**src/rtl/pipe_skid_stage.sv**
```systemverilog
// Pipeline stage register with valid/ready handshake, two-entry skid buffer,
// synchronous flush and a saturating stall-cycle counter.
module pipe_skid_stage #(
    parameter int DATA_W = 128,
    parameter int CTRL_W = 5,
    parameter int CNT_W  = 16
) (
    input  logic              clk,
    input  logic              rst,
    input  logic              flush,
    input  logic              in_valid,
    output logic              in_ready,
    input  logic [CTRL_W-1:0] in_ctrl,
    input  logic [DATA_W-1:0] in_data,
    output logic              out_valid,
    input  logic              out_ready,
    output logic [CTRL_W-1:0] out_ctrl,
    output logic [DATA_W-1:0] out_data,
    output logic [1:0]        occupancy,
    input  logic              stall_clr,
    output logic [CNT_W-1:0]  stall_cnt
);

    typedef enum logic [1:0] {
        ST_EMPTY = 2'd0,
        ST_ONE   = 2'd1,
        ST_FULL  = 2'd2
    } state_t;

    state_t              state_r;
    state_t              state_s;
    logic                main_valid_r;
    logic                main_valid_s;
    logic [CTRL_W-1:0]   main_ctrl_r;
    logic [CTRL_W-1:0]   main_ctrl_s;
    logic [DATA_W-1:0]   main_data_r;
    logic [DATA_W-1:0]   main_data_s;
    logic                skid_valid_r;
    logic                skid_valid_s;
    logic [CTRL_W-1:0]   skid_ctrl_r;
    logic [CTRL_W-1:0]   skid_ctrl_s;
    logic [DATA_W-1:0]   skid_data_r;
    logic [DATA_W-1:0]   skid_data_s;
    logic                in_ready_r;
    logic [CNT_W-1:0]    stall_cnt_r;
    logic                in_fire_s;
    logic                out_fire_s;

    // Handshake qualifiers; in_ready comes straight from a flop, never from out_ready
    always_comb begin
        in_fire_s  = in_valid & in_ready_r;
        out_fire_s = main_valid_r & out_ready;
    end

    // Next-state and next-entry logic; flush overrides every handshake
    always_comb begin
        state_s      = state_r;
        main_valid_s = main_valid_r;
        main_ctrl_s  = main_ctrl_r;
        main_data_s  = main_data_r;
        skid_valid_s = skid_valid_r;
        skid_ctrl_s  = skid_ctrl_r;
        skid_data_s  = skid_data_r;
        if (flush) begin
            // Payload is left in place; only valid and control are killed
            state_s      = ST_EMPTY;
            main_valid_s = 1'b0;
            main_ctrl_s  = {CTRL_W{1'b0}};
            skid_valid_s = 1'b0;
            skid_ctrl_s  = {CTRL_W{1'b0}};
        end else begin
            case (state_r)
                ST_EMPTY: begin
                    if (in_fire_s) begin
                        state_s      = ST_ONE;
                        main_valid_s = 1'b1;
                        main_ctrl_s  = in_ctrl;
                        main_data_s  = in_data;
                    end else begin
                        state_s = ST_EMPTY;
                    end
                end
                ST_ONE: begin
                    if (in_fire_s && out_fire_s) begin
                        state_s      = ST_ONE;
                        main_valid_s = 1'b1;
                        main_ctrl_s  = in_ctrl;
                        main_data_s  = in_data;
                    end else if (in_fire_s) begin
                        state_s      = ST_FULL;
                        skid_valid_s = 1'b1;
                        skid_ctrl_s  = in_ctrl;
                        skid_data_s  = in_data;
                    end else if (out_fire_s) begin
                        state_s      = ST_EMPTY;
                        main_valid_s = 1'b0;
                        main_ctrl_s  = {CTRL_W{1'b0}};
                    end else begin
                        state_s = ST_ONE;
                    end
                end
                ST_FULL: begin
                    // Skid entry is older than anything upstream, so it moves up first
                    if (out_fire_s) begin
                        state_s      = ST_ONE;
                        main_valid_s = 1'b1;
                        main_ctrl_s  = skid_ctrl_r;
                        main_data_s  = skid_data_r;
                        skid_valid_s = 1'b0;
                        skid_ctrl_s  = {CTRL_W{1'b0}};
                    end else begin
                        state_s = ST_FULL;
                    end
                end
                default: begin
                    state_s      = ST_EMPTY;
                    main_valid_s = 1'b0;
                    main_ctrl_s  = {CTRL_W{1'b0}};
                    skid_valid_s = 1'b0;
                    skid_ctrl_s  = {CTRL_W{1'b0}};
                end
            endcase
        end
    end

    // State and entry registers, cleared asynchronously by rst
    always_ff @(posedge clk or posedge rst) begin
        if (rst) begin
            state_r      <= ST_EMPTY;
            main_valid_r <= 1'b0;
            main_ctrl_r  <= {CTRL_W{1'b0}};
            main_data_r  <= {DATA_W{1'b0}};
            skid_valid_r <= 1'b0;
            skid_ctrl_r  <= {CTRL_W{1'b0}};
            skid_data_r  <= {DATA_W{1'b0}};
            in_ready_r   <= 1'b1;
        end else begin
            state_r      <= state_s;
            main_valid_r <= main_valid_s;
            main_ctrl_r  <= main_ctrl_s;
            main_data_r  <= main_data_s;
            skid_valid_r <= skid_valid_s;
            skid_ctrl_r  <= skid_ctrl_s;
            skid_data_r  <= skid_data_s;
            in_ready_r   <= ~skid_valid_s;
        end
    end

    // Saturating stall counter; clear wins over increment, flush is ignored
    always_ff @(posedge clk or posedge rst) begin
        if (rst) begin
            stall_cnt_r <= {CNT_W{1'b0}};
        end else if (stall_clr) begin
            stall_cnt_r <= {CNT_W{1'b0}};
        end else if (main_valid_r && !out_ready && (stall_cnt_r != {CNT_W{1'b1}})) begin
            stall_cnt_r <= stall_cnt_r + {{(CNT_W-1){1'b0}}, 1'b1};
        end else begin
            stall_cnt_r <= stall_cnt_r;
        end
    end

    assign in_ready  = in_ready_r;
    assign out_valid = main_valid_r;
    assign out_ctrl  = main_ctrl_r;
    assign out_data  = main_data_r;
    assign occupancy = state_r;
    assign stall_cnt = stall_cnt_r;

endmodule
```
**config.mk**
```make
export PLATFORM = sky130hd
export DESIGN_NAME = pipe_skid_stage
export DESIGN_NICKNAME = d
export VERILOG_FILES = /design/src/rtl/pipe_skid_stage.sv
export SDC_FILE = /design/constraint.sdc
export NUM_CORES = 1
export LEC_CHECK = 0
export ABC_AREA = 0
export CORE_MARGIN = 2
export CORE_UTILIZATION = 35
export CTS_CLUSTER_SIZE = 14
export DETAILED_ROUTE_END_ITERATION = 8
export PLACE_DENSITY_LB_ADDON = 0.25
export SETUP_SLACK_MARGIN = 0.3
export SLEW_MARGIN = 10
export SYNTH_ARGS = -nofsm -noshare
export SYNTH_HDL_FRONTEND = slang
export SYNTH_SLANG_ARGS = --single-unit
```
**constraint.sdc**
```tcl
create_clock -name clk -period 9.55 [get_ports clk]
set_input_delay 1.4325 -clock clk [delete_from_list [all_inputs] [get_ports clk]]
set_output_delay 1.4325 -clock clk [all_outputs]
set_load 0.05 [all_outputs]
```
==> flow_summary.yaml <==
outcome:
  outcome: "finished clean"
routing:
  ant_nets: 0
  dr_total_vias: 9082
  drt-wirelength-per-cell_um: 16.8
  detail_route.drc_violations: 0
  first_iter_violations: 304
  vias_per_cell: 4.80
  finalWirelength_um: 31700
  drt_first_pass_iters: 4
placed_design:
  dp_hpwl_um: 20100
  globalplace.congestion: 0.747
  port_buffers: 291
  postPlaceCellArea_um2: 16000
  placement.setup.worst_slack_ps: 5320
yosys:
  yosys.cell_types.count: 47
  synth.yosys.warnings: 0
  synth_nets: 1267
  syn_inst: 1127
  synthesized_area_per_cell_um2: 11.3
  ys_async_sr_fraction: 1.00
  mappedNetlistArea_um2: 12800
  share_of_synthesized_area_occupied_by_flip_flops_and_latches: 0.562
  synth-edff-count: 0
  yosys_register_bits: 287
  postSynth.topFlopCell: "sky130_fd_sc_hd__dfrtp_1"
finish:
  post_route_cells_drive_above_1_share: 0.237
  area.growth.synth_to_final_pct: 34.7
  final_design_area_no_fill_um2: 17200
  fillers: 3372
  final_net_count: 1539
grt:
  grt_first_pass_wirelength_um: 51700
  grt_pass1_vias: 9457
  grt_antenna_before_repair: 1
  leftover_overflow_at_the_end_of_global_routing: 0
  groute.usage.overall: 0.168
  grt_start_max_net_pins: 140
floorplanning:
  die_y_um: 195
  rows: 70
  core_area_um2: 36300
  die-width_um: 195
  fp.dieArea_um2: 38100
  io_pins: 292
  floorplan.initialDensity: 0.353
timing:
  whs_ps: 497
  slew-limit-headroom: 0.346
  finalSetupViolations: 0
  setup-tns-final_ps: 0
  postLayoutSetupSlackWorst_ps: 5850
  post-route-min-period_ps: 3700
  report.final.hold_viol_count: 0
  grt_setup_unrepaired: "false"
  max_freq_ghz: 0.270
  max_slew.worst_pin.slew_ps: 979
  skew_ps: 14.5
  layout_worst_path_cycle_share: 0.387
  finalMaxSlewViolations: 0
pwr:
  switching_power_mw: 2.24
  power-per-cell-area_nw_per_um2: 339
  seq_power_share: 0.356
  netSwitchingFraction: 0.385
  pwr-share-clk: 0.231
  power_leakage_nw: 7.56
  vdd.ir_drop.worst_uv: 233
  total_power_mw: 5.83
  power.share.combinational: 0.413
  internal-power_mw: 3.59
setup_path:
  timing.critical_path.buf_inv: 2
  worst-path-max-fanout: 57
  worst-setup-path-type: "input pin to register"
  worst_path_largest_cell_delay_ps: 690
  cp_cell_sequence: "clkdlybuf4s50_1 -> a21oi_1 -> and4bb_4 -> buf_4 -> mux2_2"
  worstSetupStartpointType: "input pin"
  required_time_at_the_endpoint_of_the_critical_path_ps: 9930
  critical-path-top-delay-family: "buffers and inverters"
  timing.critical_path.slowest_stage_cell: "sky130_fd_sc_hd__buf_4"
  critPathCaptureType: "register"
  data_arrival_critical_path_ps: 4080
cts:
  clk_latency_ps: 510
  cts_inserted_buffers: 35
  clk_root_buffer_cell: "sky130_fd_sc_hd__clkbuf_16"
  cts_tree: "built"
  clock_tree_buffer_depth: 3
  worst_setup_hold_path_clk_slew_ps: 50
  tritoncts_num_sinks: 287
  cts_hold_buf: 0
  htreeDepth: 2
  post_cts.repair.setup_buffers: 0
  cts.repair.resized: 0
hold_path:
  worst_hold_path_type: "register to register"
run:
  cap_violations: 0
-- cells in the final DEF (no fill, tap or decap), types with 4 or more instances in the layout --
cell type                         count
sky130_fd_sc_hd__a21oi_1             16
sky130_fd_sc_hd__a22oi_1              5
sky130_fd_sc_hd__buf_4               10
sky130_fd_sc_hd__clkbuf_1             7
sky130_fd_sc_hd__clkbuf_16           37
sky130_fd_sc_hd__clkbuf_8            11
sky130_fd_sc_hd__clkdlybuf4s50_1    291
sky130_fd_sc_hd__clkinv_2             4
sky130_fd_sc_hd__dfrtp_1            286
sky130_fd_sc_hd__mux2_2             260
sky130_fd_sc_hd__nand2_1            393
sky130_fd_sc_hd__nand4_1              4
sky130_fd_sc_hd__nor2_1               8
sky130_fd_sc_hd__nor2b_1              6
sky130_fd_sc_hd__nor3_1               4
sky130_fd_sc_hd__o21ai_0              7
sky130_fd_sc_hd__o2bb2ai_1            5
sky130_fd_sc_hd__o31ai_1              4
sky130_fd_sc_hd__or3_1                5
sky130_fd_sc_hd__or4_1                4
-- cell usage after synthesis (2+ instances only) --
cell / instances / share of area
sky130_fd_sc_hd__o21bai_1: 2 / 0.0012
sky130_fd_sc_hd__buf_4: 13 / 0.0076
sky130_fd_sc_hd__a22oi_1: 5 / 0.0029
sky130_fd_sc_hd__o21ai_0: 7 / 0.0027
sky130_fd_sc_hd__and3_1: 2 / 0.00098
sky130_fd_sc_hd__nand4_1: 4 / 0.0020
sky130_fd_sc_hd__nor2b_1: 7 / 0.0034
sky130_fd_sc_hd__dfrtp_1: 286 / 0.56
sky130_fd_sc_hd__nand2_1: 393 / 0.12
sky130_fd_sc_hd__and4bb_2: 2 / 0.0020
sky130_fd_sc_hd__nand3_1: 3 / 0.0012
sky130_fd_sc_hd__nor4_1: 3 / 0.0015
sky130_fd_sc_hd__a22o_1: 3 / 0.0021
sky130_fd_sc_hd__nor3_1: 4 / 0.0016
sky130_fd_sc_hd__inv_1: 4 / 0.0012
sky130_fd_sc_hd__buf_2: 12 / 0.0047
sky130_fd_sc_hd__mux2_2: 260 / 0.23
sky130_fd_sc_hd__buf_6: 9 / 0.0079
sky130_fd_sc_hd__a211oi_1: 2 / 0.0012
sky130_fd_sc_hd__nand4b_1: 2 / 0.0014
sky130_fd_sc_hd__or3_1: 5 / 0.0024
sky130_fd_sc_hd__nand4_4: 2 / 0.0033
sky130_fd_sc_hd__clkbuf_1: 33 / 0.0097
sky130_fd_sc_hd__a21boi_0: 2 / 0.0012
sky130_fd_sc_hd__a21oi_1: 16 / 0.0063
sky130_fd_sc_hd__nand2b_1: 4 / 0.0020
sky130_fd_sc_hd__or4_1: 4 / 0.0023
sky130_fd_sc_hd__o31ai_1: 4 / 0.0023
sky130_fd_sc_hd__nand3b_1: 2 / 0.0012
sky130_fd_sc_hd__o2bb2ai_1: 5 / 0.0034
sky130_fd_sc_hd__nor2_1: 9 / 0.0026
sky130_fd_sc_hd__a31oi_1: 3 / 0.0015
-- worst paths after layout --
path	to	slack, ps	cells past startpoint	from
min	out_ctrl[4]$_DFFE_PP0P_	500	1	out_ctrl[4]$_DFFE_PP0P_
max in group asynchronous	skid_data_r[35]$_DFFE_PP0P_	6100	4	rst
max	skid_data_r[0]$_DFFE_PP0P_	5850	5	out_ready
min in group asynchronous	out_data[62]$_DFFE_PP0P_	1500	2	rst
min reg2reg	out_ctrl[4]$_DFFE_PP0P_	500	1	out_ctrl[4]$_DFFE_PP0P_
max reg2reg	out_data[2]$_DFFE_PP0P_	6490	5	occupancy[1]$_DFF_PP0_
-- power groups by stage --
stage	clock network (mW)	logic [mW]	registers (mW)
after floorplan	0	0.690	3.00
after global placement	0	2.39	2.09
after detailed placement	0	2.43	2.10
after CTS	1.40	2.43	2.09
after global routing	1.45	2.53	2.16
final	1.35	2.41	2.08
-- flip-flops by register name, summed over array words and instances, names as in the netlist --
signal,cells
stall_cnt,16
out_data,128
skid_valid_r,1
skid_data_r,128
in_ready,1
skid_ctrl_r,5
out_valid,1
out_ctrl,5
occupancy,2
-- logic make-up (layout without fill, tap and decap cells) --
kind of cell               after synthesis  after routing  share of synthesized area
buffers and inverters                   71            368                     0.0311
DFF                                    287            287                      0.562
muxes                                  261            261                      0.230
and+or+nand+nor                        451            451                      0.147
AOI/OAI and AO/OA                       56             56                     0.0296
adders and majority gates                1              1                   0.000978
other                                    0              1                          0
-- per-layer routing --
metal	track usage	wire, µm	up-vias
met2	0.271	14800	217
met1	0.220	14400	4488
li1	-	-	4338
met4	0.0424	468	0
met3	0.0504	2110	39
met5	0	0	-
-- worst reg2reg max path, cell delays in order (launching register included) --
cell and delay [ps]:
sky130_fd_sc_hd__dfrtp_1 650, sky130_fd_sc_hd__nand2b_4 570, sky130_fd_sc_hd__o32a_1 390, sky130_fd_sc_hd__nor2_4 100, sky130_fd_sc_hd__buf_4 700, sky130_fd_sc_hd__mux2_2 530
-- cell type report --
type | instances | area (µm²) | area share
clock inverter | 7 | 87.6 | 0.00509
multi-input combinational | 769 | 5230 | 0.304
inverter | 4 | 18.8 | 0.00109
timing repair buffer | 302 | 3010 | 0.175
clock buffer | 55 | 1100 | 0.0641
antenna | 1 | 2.50 | 0.000145
sequential | 287 | 7180 | 0.417
tap | 468 | 586 | 0.0340
-- stage by stage --
step	utilization	cells
after global placement	0.442	1830
after detailed placement	0.442	1830
final	0.475	1893
after global routing	0.475	1893
after floorplan	-	1127
after CTS	0.475	1892
No activity file was read; power rests on OpenSTA's default activity.
